$ cat src/rtl/mem_stage_pkg.sv
// Shared widths, memory-op and funct3 encodings, and MEM-stage FSM states.
// Also holds the misalignment predicate used by mem_stage.
package mem_stage_pkg;

   localparam int REG_ADDR_BUS = 5;
   localparam int REG_BUS      = 64;

   localparam logic [1:0] MEM_OP_NONE  = 2'b00;
   localparam logic [1:0] MEM_OP_LOAD  = 2'b01;
   localparam logic [1:0] MEM_OP_STORE = 2'b10;

   localparam logic [2:0] LB  = 3'b000;
   localparam logic [2:0] LH  = 3'b001;
   localparam logic [2:0] LW  = 3'b010;
   localparam logic [2:0] LD  = 3'b011;
   localparam logic [2:0] LBU = 3'b100;
   localparam logic [2:0] LHU = 3'b101;
   localparam logic [2:0] LWU = 3'b110;

   localparam logic [2:0] SB  = 3'b000;
   localparam logic [2:0] SH  = 3'b001;
   localparam logic [2:0] SW  = 3'b010;
   localparam logic [2:0] SD  = 3'b011;

   typedef enum logic [1:0] {
      MEMST_IDLE = 2'b00,
      MEMST_REQ  = 2'b01,
      MEMST_WAIT = 2'b10,
      MEMST_DONE = 2'b11
   } memst_e;

   // Store funct3 shares its low bits with the load size, so one predicate serves both.
   function automatic logic addr_misaligned(input logic [2:0] funct3, input logic [2:0] addr_lo);
      case (funct3)
         LH, LHU: return addr_lo[0];
         LW, LWU: return addr_lo[1:0] != 2'b00;
         LD:      return addr_lo != 3'b000;
         default: return 1'b0;
      endcase
   endfunction

endpackage

$ cat src/rtl/mem_stage_load_ext.sv
// Load data alignment: shifts the fetched doubleword down to the addressed lane
// and sign/zero-extends according to the load funct3.
module mem_load_ext
   import mem_stage_pkg::*;
(
   input  logic [REG_BUS-1:0] ld_buf_i,
   input  logic [2:0]         addr_lo_i,
   input  logic [2:0]         funct3_i,
   output logic [REG_BUS-1:0] data_o
);

   logic [REG_BUS-1:0] lane;

   always_comb begin
      lane = ld_buf_i >> {addr_lo_i, 3'b000};
      case (funct3_i)
         LB:      data_o = {{56{lane[7]}}, lane[7:0]};
         LH:      data_o = {{48{lane[15]}}, lane[15:0]};
         LW:      data_o = {{32{lane[31]}}, lane[31:0]};
         LD:      data_o = lane;
         LBU:     data_o = {56'b0, lane[7:0]};
         LHU:     data_o = {48'b0, lane[15:0]};
         LWU:     data_o = {32'b0, lane[31:0]};
         default: data_o = {56'b0, lane[7:0]};
      endcase
   end

endmodule

$ cat src/rtl/mem_stage.sv
// RV64 memory-access stage: passes ALU results through and runs loads/stores over a
// req/gnt/rvalid handshake, stalling the pipeline. Optional trap: MEM_MISALIGN_TRAP_EN.
module mem_stage
   import mem_stage_pkg::*;
(
   input  logic                    clk,
   input  logic                    rst,
   input  logic [REG_ADDR_BUS-1:0] rd_addr_i,
   input  logic                    wreg_i,
   input  logic [REG_BUS-1:0]      wdata_i,
   input  logic [1:0]              mem_op_i,
   input  logic [2:0]              mem_funct3_i,
   input  logic [REG_BUS-1:0]      mem_sdata_i,
   output logic                    dmem_req_o,
   output logic                    dmem_we_o,
   output logic [REG_BUS-1:0]      dmem_addr_o,
   output logic [REG_BUS-1:0]      dmem_wdata_o,
   output logic [7:0]              dmem_wmask_o,
   input  logic                    dmem_gnt_i,
   input  logic                    dmem_rvalid_i,
   input  logic [REG_BUS-1:0]      dmem_rdata_i,
   output logic                    stallreq_o,
   output logic                    misalign_o,
   output logic [REG_ADDR_BUS-1:0] rd_addr_o,
   output logic                    wreg_o,
   output logic [REG_BUS-1:0]      wdata_o
);

   memst_e             state_q, state_d;
   logic [REG_BUS-1:0] ld_buf_q, ld_buf_d;
   logic [REG_BUS-1:0] ld_ext;
   logic               is_load, is_store, is_mem, misalign;
   logic               req;
   logic [7:0]         mask_base;

   assign is_load  = (mem_op_i == MEM_OP_LOAD);
   assign is_store = (mem_op_i == MEM_OP_STORE);
   assign is_mem   = is_load | is_store;

`ifdef MEM_MISALIGN_TRAP_EN
   assign misalign = is_mem & addr_misaligned(mem_funct3_i, wdata_i[2:0]);
`else
   assign misalign = 1'b0;
`endif

   mem_load_ext u_load_ext (
      .ld_buf_i  (ld_buf_q),
      .addr_lo_i (wdata_i[2:0]),
      .funct3_i  (mem_funct3_i),
      .data_o    (ld_ext)
   );

   always_comb begin
      // NOTE: every output gets a default first so no path through the case can infer a latch.
      state_d    = state_q;
      ld_buf_d   = ld_buf_q;
      req        = 1'b0;
      stallreq_o = 1'b0;
      misalign_o = 1'b0;
      wreg_o     = wreg_i;
      wdata_o    = wdata_i;
      case (state_q)
         MEMST_IDLE: begin
            if (is_mem) begin
               stallreq_o = 1'b1;
               if (misalign) begin
                  state_d = MEMST_DONE;
               end else begin
                  req     = 1'b1;
                  state_d = dmem_gnt_i ? MEMST_WAIT : MEMST_REQ;
               end
            end
         end
         MEMST_REQ: begin
            req        = 1'b1;
            stallreq_o = 1'b1;
            if (dmem_gnt_i) state_d = MEMST_WAIT;
         end
         MEMST_WAIT: begin
            stallreq_o = 1'b1;
            if (dmem_rvalid_i) begin
               if (is_load) ld_buf_d = dmem_rdata_i;
               state_d = MEMST_DONE;
            end
         end
         MEMST_DONE: begin
            state_d = MEMST_IDLE;
            if (misalign) begin
               misalign_o = 1'b1;
               wreg_o     = 1'b0;
            end else if (is_load) begin
               wdata_o = ld_ext;
            end
         end
         default: state_d = MEMST_IDLE;
      endcase
      // The held EX/MEM op would otherwise re-raise req from IDLE while reset is low.
      if (!rst) begin
         req        = 1'b0;
         stallreq_o = 1'b0;
      end
   end

   always_comb begin
      case (mem_funct3_i[1:0])
         2'b00:   mask_base = 8'h01;
         2'b01:   mask_base = 8'h03;
         2'b10:   mask_base = 8'h0F;
         default: mask_base = 8'hFF;
      endcase
   end

   assign rd_addr_o    = rd_addr_i;
   assign dmem_req_o   = req;
   assign dmem_we_o    = req & is_store;
   assign dmem_addr_o  = req ? {wdata_i[63:3], 3'b000} : '0;
   assign dmem_wdata_o = (req && is_store) ? (mem_sdata_i << {wdata_i[2:0], 3'b000}) : '0;
   assign dmem_wmask_o = (req && is_store) ? (mask_base << wdata_i[2:0]) : '0;

   // NOTE: sequential state uses non-blocking assignments so every flop samples pre-edge values.
   always_ff @(posedge clk or negedge rst) begin
      if (!rst) begin
         state_q  <= MEMST_IDLE;
         ld_buf_q <= '0;
      end else begin
         state_q  <= state_d;
         ld_buf_q <= ld_buf_d;
      end
   end

endmodule
$ cat config.mk
export PLATFORM = sky130hd
export DESIGN_NAME = mem_stage
export DESIGN_NICKNAME = d
export VERILOG_FILES = /design/src/rtl/mem_stage_pkg.sv /design/src/rtl/mem_stage_load_ext.sv /design/src/rtl/mem_stage.sv
export SDC_FILE = /design/constraint.sdc
export NUM_CORES = 1
export LEC_CHECK = 0
export ABC_AREA = 1
export BUFFER_PORTS_ARGS = -buffer_cell sky130_fd_sc_hd__buf_2
export CAP_MARGIN = 30
export CORE_AREA = 2 2 160 162
export CTS_CLUSTER_SIZE = 10
export DETAILED_ROUTE_END_ITERATION = 10
export DIE_AREA = 0 0 162 164
export SETUP_SLACK_MARGIN = 0.2
export SYNTH_ARGS = -nofsm -noshare
export SYNTH_HDL_FRONTEND = slang
export SYNTH_SLANG_ARGS = --single-unit
$ cat constraint.sdc
create_clock -name clk -period 5.25 [get_ports clk]
set_input_delay 0.525 -clock clk [delete_from_list [all_inputs] [get_ports clk]]
set_output_delay 0.525 -clock clk [all_outputs]
set_load 0.005 [all_outputs]
**Word level (Yosys, flattened, before mapping)**

Index checks and enable logic that the tools add are counted.

- Input port bits: 207
- Output and inout bits: 210
- Flip-flop bits (word level): 66
- Logic and storage cells: 46

- Bitwise gates (word level): 2
- Shifts and indexed selects: 3
- Reduce and logical (&&, ||, !) cells: 7
- Eq/ne operators: 15
- Mux-type cells: 17

Operator list:

| operator | count |
|---|---|
| one-hot mux 64 bit (6 select lines) | 1 |
| 2-to-1 mux 64 bit | 4 |
| left shift 64 x 6 -> 64 bit | 1 |
| right shift 64 x 6 -> 64 bit | 1 |
| one-hot mux 8 bit (3 select lines) | 1 |
| == test 2 bit, second input constant | 4 |
| 2-to-1 mux 2 bit | 4 |
| 2-to-1 mux 8 bit | 1 |
| one-hot mux 2 bit (4 select lines) | 1 |
| left shift 8 x 3 -> 8 bit | 1 |
| == test 2 x 1 -> 1 bit, second input constant | 3 |
| == test 3 x 2 -> 1 bit, second input constant | 2 |
| == test 3 bit, second input constant | 2 |
| != test 2 bit, second input constant | 3 |
| AND reduction 3 bit | 2 |
| logical NOT 2 bit | 2 |
| one-hot mux 1 bit (2 select lines) | 2 |
| == test 3 x 1 -> 1 bit, second input constant | 1 |
| logical NOT 3 bit | 1 |
| 2-to-1 mux 1 bit | 3 |
| OR reduction 2 bit | 1 |
| bitwise AND 1 bit | 1 |
| logical AND 1 bit | 1 |
| bitwise OR 1 bit | 1 |

**Longest topological paths before layout**

Gate-level depths: netlist of run 1.

- Depth in word-level cells: 7
- Depth in mapped cells: 11
- Depth with buffers taken out: 10

**Cells and area by module**

From an unflattened synthesis of run 1, not the netlist that was laid out.

- Cells, all modules: 1543
- Area total of the unflattened synthesis: 8602.0 sq um

By module, submodules not included:

| module | cells an instance | area each (sq um) | times used | sequential area each (sq um) |
|---|---|---|---|---|
| mem_stage | 1011 | 6178.4 | 1 | 1651.6 |
| mem_load_ext | 532 | 2423.6 | 1 | 0.0 |

**Worst setup path before layout of run 1**

No wires, ideal clock.

- Path type: input-to-output
- Start: input mem_op_i[0]
- End: output dmem_wdata_o[56]
- Path buffers: 2
- Stages: 9
- Setup slack: 2.826 ns
- Required time: 4.725 ns
- Arrival: 1.899 ns
- Path through: inv_1 ha_1 inv_1 nand2_1 a21oi_1 nand2_1 clkbuf_1 buf_2 a211oi_1

- Cells in the longest elaborated chain, start to end: 7
- Elaborated cells between the ends (all ways): 8
- Those cells by class: eq/ne (2); mux (4); bitwise (1); reduce/logical (1)

Ends and longest elaborated chain:

| what | line | RTL |
|---|---|---|
| start: declaration | mem_stage.sv:11 | `input logic [1:0] mem_op_i,` |
| == test 2 x 1 -> 1 bit or == test 2 bit (tied branches) | mem_stage.sv:36, mem_stage.sv:37 |  |
| bitwise OR 1 bit (*) | mem_stage.sv:38 | `assign is_mem = is_load \| is_store;` |
| 2-to-1 mux 1 bit (*) | mem_stage.sv:64 | `if (is_mem) begin` |
| one-hot mux 1 bit (2 select lines) (*) | mem_stage.sv:62 | `case (state_q)` |
| 2-to-1 mux 1 bit (*) | mem_stage.sv:98 | `if (!rst) begin` |
| named net dmem_req_o | mem_stage.sv:14 | `output logic dmem_req_o,` |
| logical AND 1 bit (*) | mem_stage.sv:117 | `assign dmem_wdata_o = (req && is_store) ? (mem_sdata_i << {wdata_i[2:0], 3'b000}) : '0;` |
| 2-to-1 mux 64 bit (*) | mem_stage.sv:117 |  |
| end: declaration | mem_stage.sv:17 | `output logic [REG_BUS-1:0] dmem_wdata_o,` |

The timed path passes the listed nets; every way through them passes the cells marked *.

**Worst setup path in the final report of run 1**

- Start: input wdata_i[0]
- End: output wdata_o[60]

- Cells in the longest elaborated chain, start to end: 4

Ends and longest elaborated chain:

| what | line | RTL |
|---|---|---|
| start: declaration | mem_stage.sv:10 | `input logic [REG_BUS-1:0] wdata_i,` |
| right shift 64 x 6 -> 64 bit | mem_stage_load_ext.sv:15 | `lane = ld_buf_i >> {addr_lo_i, 3'b000};` |
| one-hot mux 64 bit (6 select lines) | mem_stage_load_ext.sv:16 | `case (funct3_i)` |
| 2-to-1 mux 64 bit | mem_stage.sv:91 | `end else if (is_load) begin` |
| 2-to-1 mux 64 bit | mem_stage.sv:62 |  |
| end: declaration | mem_stage.sv:26 | `output logic [REG_BUS-1:0] wdata_o` |

No other way between the ends.

==> out/qor.yml, run 1 <==
max_freq_ghz: 0.257
worst_pin_slew_ns: 0.874
final_area_um2: 10500
fill_cells: 2783
synth_top_area_share: 0.225
skew_ns: 0.00681
synth_area_leaders: "nand2_1 23%, dfrtp_1 20%, nand3_1 7.6%"
avgSynthCellArea_um2: 5.67
netlist.top_cell.by_area: "nand2_1"
crit_chain: "buf_4 -> inv_2 -> nand2_4 -> inv_2 -> nand2_1 -> nand2_1 -> nand3_2 -> nand2_1 -> o21ai_2 -> nand2_1 -> buf_2"
num_vias: 10700
synth_seq_cells: 66
pin_count: 417
routabilityCongestion: 0.950
grtUsageTotal: 0.265
dpl.hpwl_mm: 29.5
startpoint: "wdata_i[0]"
placed_cell_area_um2: 10100
die_h_um: 164
ff2ff_setup_slack_ns: 3.40
wl_per_cell_um: 17.7
cts_hold_buf: 0
power_density_nw_per_um2: 309
period_share: 0.741
die-area_um2: 26600
antenna_found_initial: 2
final_util: 0.422
slew_headroom: 0.416
synth_cell_types: 35
power_leakage_nw: 6.29
seqCellArea_um2: 1650
maxCapViolCount: 0
status: "finished clean"
area_growth_pct: 27.0
totalWireLength_mm: 37.2
via_per_inst: 5.10
drive_above_1_share: 0.282
rr_startpoint: "state_q[0]$_DFFE_PN0P_"
cts_resized: 0
synth-seq-area-share: 0.200
path_clk_slew_ns: 0.06
critical_path_arrival_ns: 3.37
vdd_drop_max_uv: 297
cts_root_buf: "clkbuf_16"
yosys_warnings: 0
grt_max_degree: 91
initial_core_util: 0.332
final.setup.tns_ns: 0
dr.pass1.iters: 6
crit_path_start_kind: "primary input"
rsz0062_at_grt: "no"
drc: 0
cp_common_cell: "nand2_1"
post_cts_buffers: 0
reg2regPathDepth: 5
period_needed_ns: 3.89
worstSetupEndpointType: "output port"
core_um2: 24800
tritoncts: "done"
grt_pass1_wl_mm: 54.8
setup_viol: 0
slowest_stage: "inv_2"
drt_iter0_drc: 1012
die-width_um: 162
critPathCapture: "wdata_o[60]"
crit_type: "primary input to output port"
io_buffers: 400
slowest_delay_ns: 0.75
multi_input_area_um2: 5380
final_cell_mix: "494 x nand2_1, 399 x buf_2, 154 x nor2_1, 144 x inv_1, 124 x nand3_1"
postRouteAntennaNets: 0
rows: 58
cts-buffers-inserted: 9
critPathMaxFanout: 72
whs_ns: 0.393
final_max_slew_viol_count: 0
netlist_area_um2: 8250
grt_pass1_vias: 9718
syn_inst: 1455
rr_endpoint: "ld_buf_q[17]$_DFFE_PN0P_"
required_ns: 4.72
finalHoldViolCount: 0
fin_nets: 1978
final_common_cell: "nand2_1"
clock_path_buffers: 2
overflow: 0
hp-class: "primary input to asynchronous set/reset pin"
clock_sinks: 66
clk_latency_ns: 0.33
h-tree-depth: 3
[Yosys cell counts (all sizes together)]
| library cell | count |
|---|---|
| inv | 150 |
| clkinv | 3 |
| a22o | 8 |
| conb | 1 |
| buf | 87 |
| o21a | 9 |
| clkbuf | 32 |
| nor2 | 156 |
| dfrtp | 66 |
| nor3 | 3 |
| a31oi | 3 |
| mux2 | 42 |
| or2 | 5 |
| nand2 | 500 |
| mux2i | 1 |
| a21oi | 53 |
| o21ai | 160 |
| nand3 | 129 |
| a211oi | 15 |
| o211ai | 15 |
| o21bai | 2 |
| ha | 8 |
| o22ai | 2 |
| o221ai | 5 |
[logic make-up (layout without fill, tap and decap cells)]
family,Yosys count,after routing,synth area share
flops,66,66,0.200
compound gates,272,272,0.189
buf+inv,272,581,0.151
fa+ha+maj,8,8,0.0121
other cells,1,6,0.000455
simple gates,793,793,0.389
mux,43,43,0.0586
[worst min-delay path by stage]
stage / from / to / slack, ns
floorplan: rst / ld_buf_q[0]$_DFFE_PN0P_ / 0.23
global placement: ld_buf_q[0]$_DFFE_PN0P_ / ld_buf_q[0]$_DFFE_PN0P_ / 0.49
detailed placement: ld_buf_q[4]$_DFFE_PN0P_ / ld_buf_q[4]$_DFFE_PN0P_ / 0.50
CTS: dmem_rdata_i[7] / ld_buf_q[7]$_DFFE_PN0P_ / 0.42
global route: dmem_rdata_i[14] / ld_buf_q[14]$_DFFE_PN0P_ / 0.41
finish: rst / ld_buf_q[7]$_DFFE_PN0P_ / 0.39
[cell type report]
| class | count | area share |
|---|---|---|
| Antenna cell | 2 | 0.000478 |
| Clock buffer | 11 | 0.0232 |
| Clock inverter | 4 | 0.00729 |
| Inverter | 153 | 0.0551 |
| Multi-Input combinational cell | 1120 | 0.513 |
| Sequential cell | 66 | 0.158 |
| Tap cell | 330 | 0.0394 |
| Timing Repair Buffer | 413 | 0.203 |
[sequential cells by signal (all words and copies together), names as in the netlist]
register / count
state_q: 2
ld_buf_q: 64
[where the power goes]
group	internal [W]	switching [W]
Sequential	0.000763	0.000244
Combinational	0.000616	0.000958
Clock	0.000427	0.000224
[per-layer routing]
metal / part of all wire / global-route usage / up-vias
met4: 0.047 / 0.126 / 0
met5: 0 / 0 / -
met3: 0.073 / 0.0528 / 89
met1: 0.43 / 0.347 / 4896
li1: - / - / 5235
met2: 0.45 / 0.421 / 479
[worst max-delay path: cells and delay by family]
kind	cells	cell delay [ns]
compound gates	1	0.08
buf+inv	4	1.50
simple gates	6	1.21
[metrics by stage]
stage	setup WS, ns	instances	total power (W)
after detailed placement	1.38	2082	0.00256
after CTS	1.37	2097	0.00322
after global routing	1.02	2099	0.00348
after floorplan	2.83	1458	0.00193
after global placement	1.45	2080	0.00254
final	1.36	2099	0.00323
(Power assumes the default switching activity.)
==> run 2, diff against run 1 <==
- clock period: 5.25 -> 3.59 ns (I/O delays scaled with it)
==> run 2 against run 1 <==
- cell area is 0.56% higher
- setup slack worse by 0.75 ns
- clock-buffer cell count is 1 lower
- clock skew is 0.0011 ns lower
- first-iteration DRC count is 11% lower
- register-to-register slack worse by 1.9 ns
- clock power is 46% higher
- largest power group unchanged
==> out/qor.yml, run 2 (synthesis gave the netlist of run 1 again) <==
via_per_inst: 5.09
worstSetupEndpointType: "output port"
rsz0062_at_grt: "no"
slowest_delay_ns: 0.43
period_needed_ns: 2.98
ff2ff_setup_slack_ns: 1.51
period_share: 0.830
required_ns: 3.23
overflow: 0
final_max_slew_viol_count: 0
antenna_found_initial: 1
tritoncts: "done"
power_density_nw_per_um2: 450
core_um2: 24800
grt_pass1_vias: 9594
fin_nets: 1988
crit_path_start_kind: "flop"
worst_pin_slew_ns: 0.841
skew_ns: 0.00568
initial_core_util: 0.332
top_regs: "ld_buf_q (64), state_q (2)"
grt_max_degree: 147
num_vias: 10700
die_h_um: 164
dpl.hpwl_mm: 29.1
place_ws_ns: 0.779
pin_count: 417
clock_path_buffers: 2
reg2regPathDepth: 5
crit_family: "buffers and inverters"
setup_viol: 0
place_inst: 2092
totalWireLength_mm: 36.7
slew_headroom: 0.439
final.setup.tns_ns: 0
io_buffers: 400
h-tree-depth: 3
power_leakage_nw: 6.32
final_common_cell: "nand2_1"
drc: 0
postRouteAntennaNets: 0
p_int_w: 0.00264
routabilityCongestion: 1.01
critical_path_arrival_ns: 2.62
final_cell_mix: "494 x nand2_1, 399 x buf_2, 154 x nor2_1, 144 x inv_1, 124 x nand3_1"
crit_type: "flop to output port"
dr.pass1.iters: 7
max_freq_ghz: 0.336
regMostFlops: "ld_buf_q"
cts_root_buf: "clkbuf_16"
p_switching_w: 0.00210
hp-class: "primary input to asynchronous set/reset pin"
clkPwrFrac: 0.200
final_util: 0.424
maxCapViolCount: 0
clk_latency_ns: 0.34
cts-buffers-inserted: 9
drive_above_1_share: 0.286
fin_ws_ns: 0.610
slowest_stage: "dfrtp_1"
rows: 58
die-width_um: 162
grtUsageTotal: 0.263
fin_cells: 2109
cts_hold_buf: 0
post_cts_buffers: 0
drt_iter0_drc: 902
grt_pass1_wl_mm: 54.4
status: "finished clean"
area_growth_pct: 27.7
wl_per_cell_um: 17.4
cp.buffers_inverters: 4
rr_endpoint: "ld_buf_q[5]$_DFFE_PN0P_"
crit_chain: "inv_1 -> ha_1 -> nand2_1 -> a21oi_1 -> nand2_1 -> inv_1 -> nand2_1 -> buf_4 -> nor2_1 -> buf_2"
power_w: 0.00474
clock_sinks: 66
rr_startpoint: "state_q[0]$_DFFE_PN0P_"
switching_share: 0.444
critPathMaxFanout: 27
power_frac_seq: 0.312
finalHoldViolCount: 0
largest_reg_flops: 64
vdd_drop_max_uv: 420
cp_common_cell: "nand2_1"
die-area_um2: 26600
cts_resized: 0
path_clk_slew_ns: 0.06
fill_cells: 2781
pwr-share-comb: 0.488
-- run 2: changes by cell type in the layout (fill, tap and decap cells not counted) --
cell | before | now
buf_12 | 0 | 1
buf_16 | 1 | 0
buf_4 | 12 | 23
buf_8 | 1 | 0
clkbuf_8 | 1 | 0
clkinvlp_4 | 1 | 3
diode_2 | 2 | 1
-- run 2: cell type report --
class,count,area [um2],area share
tap,330,413,0.0392
clock buffer,10,229,0.0217
antenna,1,2.50,0.000238
inverter,153,577,0.0548
sequential,66,1650,0.157
timing repair buffer,423,2190,0.208
clock inverter,6,91.3,0.00868
multi-input combinational,1120,5380,0.511
-- run 2: worst reg2reg max path: stages (launching register included) --
cell and delay [ns]:
dfrtp_1 0.42, inv_1 0.10, ha_1 0.27, nand3_4 0.33, buf_4 0.44, mux2_2 0.40
-- run 2: layer usage --
layer  vias to the layer above  GRT usage  share of wire
li1                       5265          -              -
met1                      4925      0.358           0.43
met2                       481      0.426           0.46
met3                        71     0.0338          0.074
met4                         0     0.0973          0.034
met5                         -          0              0
-- run 2: worst max path at each step --
stage / slack [ns] / cells past startpoint / end / from
finish: 0.61 / 10 / dmem_wmask_o[0] / state_q[0]$_DFFE_PN0P_
global route: 0.40 / 10 / dmem_wmask_o[0] / state_q[1]$_DFFE_PN0P_
CTS: 0.57 / 10 / dmem_wmask_o[0] / state_q[0]$_DFFE_PN0P_
detailed placement: 0.78 / 12 / wdata_o[19] / wdata_i[0]
global placement: 0.79 / 12 / wdata_o[19] / wdata_i[0]
floorplan: 1.50 / 9 / dmem_wdata_o[56] / mem_op_i[0]
-- run 2: stage by stage --
stage | hold WS [ns] | area, um2
after floorplan | 0.0634 | 8260
after global placement | 0.491 | 10200
after detailed placement | 0.499 | 10200
after CTS | 0.244 | 10500
after global routing | 0.252 | 10500
final | 0.222 | 10500
-- run 2: power by group through the flow --
stage | logic (W) | clock network [W] | registers [W]
after floorplan | 0.00151 | 0 | 0.00131
after global placement | 0.00227 | 0 | 0.00147
after detailed placement | 0.00229 | 0 | 0.00148
after CTS | 0.00230 | 0.000958 | 0.00146
after global routing | 0.00259 | 0.000987 | 0.00152
final | 0.00232 | 0.000948 | 0.00148
==> run 3, diff against run 2 <==
- ABC_AREA: 1 -> 0
- CORE_AREA: 2 2 160 162 -> 2 2 162 164
- DIE_AREA: 0 0 162 164 -> 0 0 164 166
- clock period: 3.59 -> 2.68 ns (I/O delays scaled with it)
==> run 3 against run 2 <==
- die area up 2.5%
- largest cell class unchanged
- wire length down 0.47%
- flip-flop and latch count did not move
- total power increased by 46%
==> out/qor.yml, run 3 <==
critPathMaxFanout: 47
fin_cells: 1572
finalHoldViolCount: 0
area_growth_pct: 36.1
drc: 0
max_freq_ghz: 0.412
rsz0062_at_grt: "yes"
fin_ws_ns: 0.251
yosys_warnings: 0
overflow: 0
clk_latency_ns: 0.34
path_clk_slew_ns: 0.06
netlist.top_cell.by_area: "dfrtp_1"
h-tree-depth: 3
routabilityCongestion: 0.963
final_util: 0.416
dr.pass1.iters: 5
num_vias: 8702
rows: 59
cts_hold_buf: 0
totalWireLength_mm: 36.5
antenna_found_initial: 2
syn_inst: 871
skew_ns: 0.00759
synth_common_cells: "94 x mux2_2, 91 x mux2i_1, 75 x nor2_1"
tritoncts: "done"
place_inst: 1550
drive_above_1_share: 0.498
setup_viol: 0
die-width_um: 164
core_um2: 25600
synth_area_leaders: "dfrtp_1 21%, mux2_2 14%, mux2i_1 12%"
synth_edf_count: 0
postRouteAntennaNets: 0
avgSynthCellArea_um2: 8.99
synth-seq-area-share: 0.211
grt_pass1_vias: 8489
critical_path_arrival_ns: 2.16
dpl.hpwl_mm: 29.2
power_w: 0.00693
power_density_nw_per_um2: 650
final.setup.tns_ns: 0
netlist_area_um2: 7830
grt_pass1_wl_mm: 53.6
grtUsageTotal: 0.260
status: "finished clean"
startpoint: "wdata_i[0]"
drt_iter0_drc: 857
synth_cell_types: 44
pin_count: 417
die-area_um2: 27200
worstSetupEndpointType: "output port"
io_buffers: 400
final_max_slew_viol_count: 0
cts-buffers-inserted: 9
wl_per_cell_um: 23.2
maxCapViolCount: 0
synth-main-ff-cell: "dfrtp_1"
vdd_drop_max_uv: 492
clock_sinks: 66
initial_core_util: 0.306
top_regs: "ld_buf_q (64), state_q (2)"
crit_path_start_kind: "primary input"
final_cell_mix: "399 x buf_2, 94 x mux2_2, 91 x mux2i_1, 73 x nor2_1, 71 x and2_1"
clock_path_buffers: 2
final_common_cell: "buf_2"
place_ws_ns: 0.177
rr_startpoint: "state_q[0]$_DFFE_PN0P_"
grt_max_degree: 67
power_leakage_nw: 5.37
yosys.cell_count.top_type: "mux2_2"
period_needed_ns: 2.43
synth_top_area_share: 0.211
fin_nets: 1446
period_share: 0.906
largest_reg_flops: 64
die_h_um: 166
hp-start: "dmem_rdata_i[9]"
worst_pin_slew_ns: 0.861
required_ns: 2.41
regMostFlops: "ld_buf_q"
synth_seq_cells: 66
cts_root_buf: "clkbuf_16"
crit_type: "primary input to output port"
hp-class: "primary input to flop"
slew_headroom: 0.426
fill_cells: 2642
ys_async_sr_fraction: 1.00
via_per_inst: 5.54
## run 3: changes by cell type in the layout (fill, tap and decap cells not counted), moves of 55 or more
| cell | previous run | this run |
|---|---|---|
| mux2i_1 | 1 | 91 |
| nand2_1 | 494 | 53 |
| nor2_1 | 154 | 73 |
| and2_1 | 0 | 71 |
| o21ai_0 | 97 | 24 |
| o21ai_1 | 56 | 1 |
| nand3_1 | 124 | 8 |
| inv_1 | 144 | 9 |
## run 3: cell families (layout without fill, tap and decap cells)
logic type,after synthesis,after routing,synth area share
DFF,66,66,0.211
adders and majority gates,8,8,0.0128
muxes,222,222,0.358
other,1,5,0.000479
and+or+nand+nor,296,296,0.193
buffers and inverters,110,472,0.0734
AOI/OAI and AO/OA,168,168,0.152
## run 3: metal layers
| layer | global-route usage | part of all wire | wire (um) | vias up |
|---|---|---|---|---|
| li1 | - | - | - | 4004 |
| met4 | 0.107 | 0.037 | 1340 | 2 |
| met5 | 0 | 0.00025 | 9 | - |
| met3 | 0.0317 | 0.056 | 2050 | 72 |
| met2 | 0.447 | 0.49 | 18000 | 433 |
| met1 | 0.327 | 0.41 | 15100 | 4191 |
## run 3: cell type report
class / instances / area, um2 / area share
clock buffers: 10 / 239 / 0.0224
well taps: 335 / 419 / 0.0393
clock inverters: 6 / 88.8 / 0.00834
repair buffers: 446 / 2500 / 0.235
multi-input cells: 698 / 5720 / 0.536
diodes: 1 / 2.50 / 0.000235
flip-flops and latches: 66 / 1650 / 0.155
inverters: 10 / 37.5 / 0.00352
## run 3: report_power, final
group / total, W / switching, W / internal, W
combinational: 0.00341 / 0.00169 / 0.00172
sequential: 0.00224 / 0.000747 / 0.00149
clock: 0.00128 / 0.000441 / 0.000840
total: 0.00693 / 0.00288 / 0.00405
## run 3: worst paths after layout
check	to	slack (ns)	cells past startpoint
worst min register to register	ld_buf_q[2]$_DFFE_PN0P_	0.51	1
min in group asynchronous	ld_buf_q[0]$_DFFE_PN0P_	0.30	2
worst min-delay path	ld_buf_q[9]$_DFFE_PN0P_	0.16	2
max in group asynchronous	state_q[1]$_DFFE_PN0P_	1.79	2
worst max register to register	ld_buf_q[59]$_DFFE_PN0P_	0.73	5
worst max-delay path	wdata_o[13]	0.25	6
## run 3: through the flow
step	hold slack, ns	instance area, um2
6_report	0.156	10700
5_1_grt	0.161	10700
4_1_cts	0.147	10600
3_5_place_dp	0.496	10200
3_3_place_gp	0.493	10200
2_1_floorplan	-0.0276	7840
## run 3: critical path, cell delays in order
cell     delay (ns)
buf_6          0.22
buf_12         0.32
mux4_2         0.57
mux2_2         0.32
a221o_1        0.32
buf_2          0.13
## run 3: what timing repair did
action | CTS | global route
resized for setup | 9 | 22
pin swaps | 1 | 1
gates cloned | 1 | 1
setup buffers | 0 | 3
endpoints found under the setup margin | 124 | 156
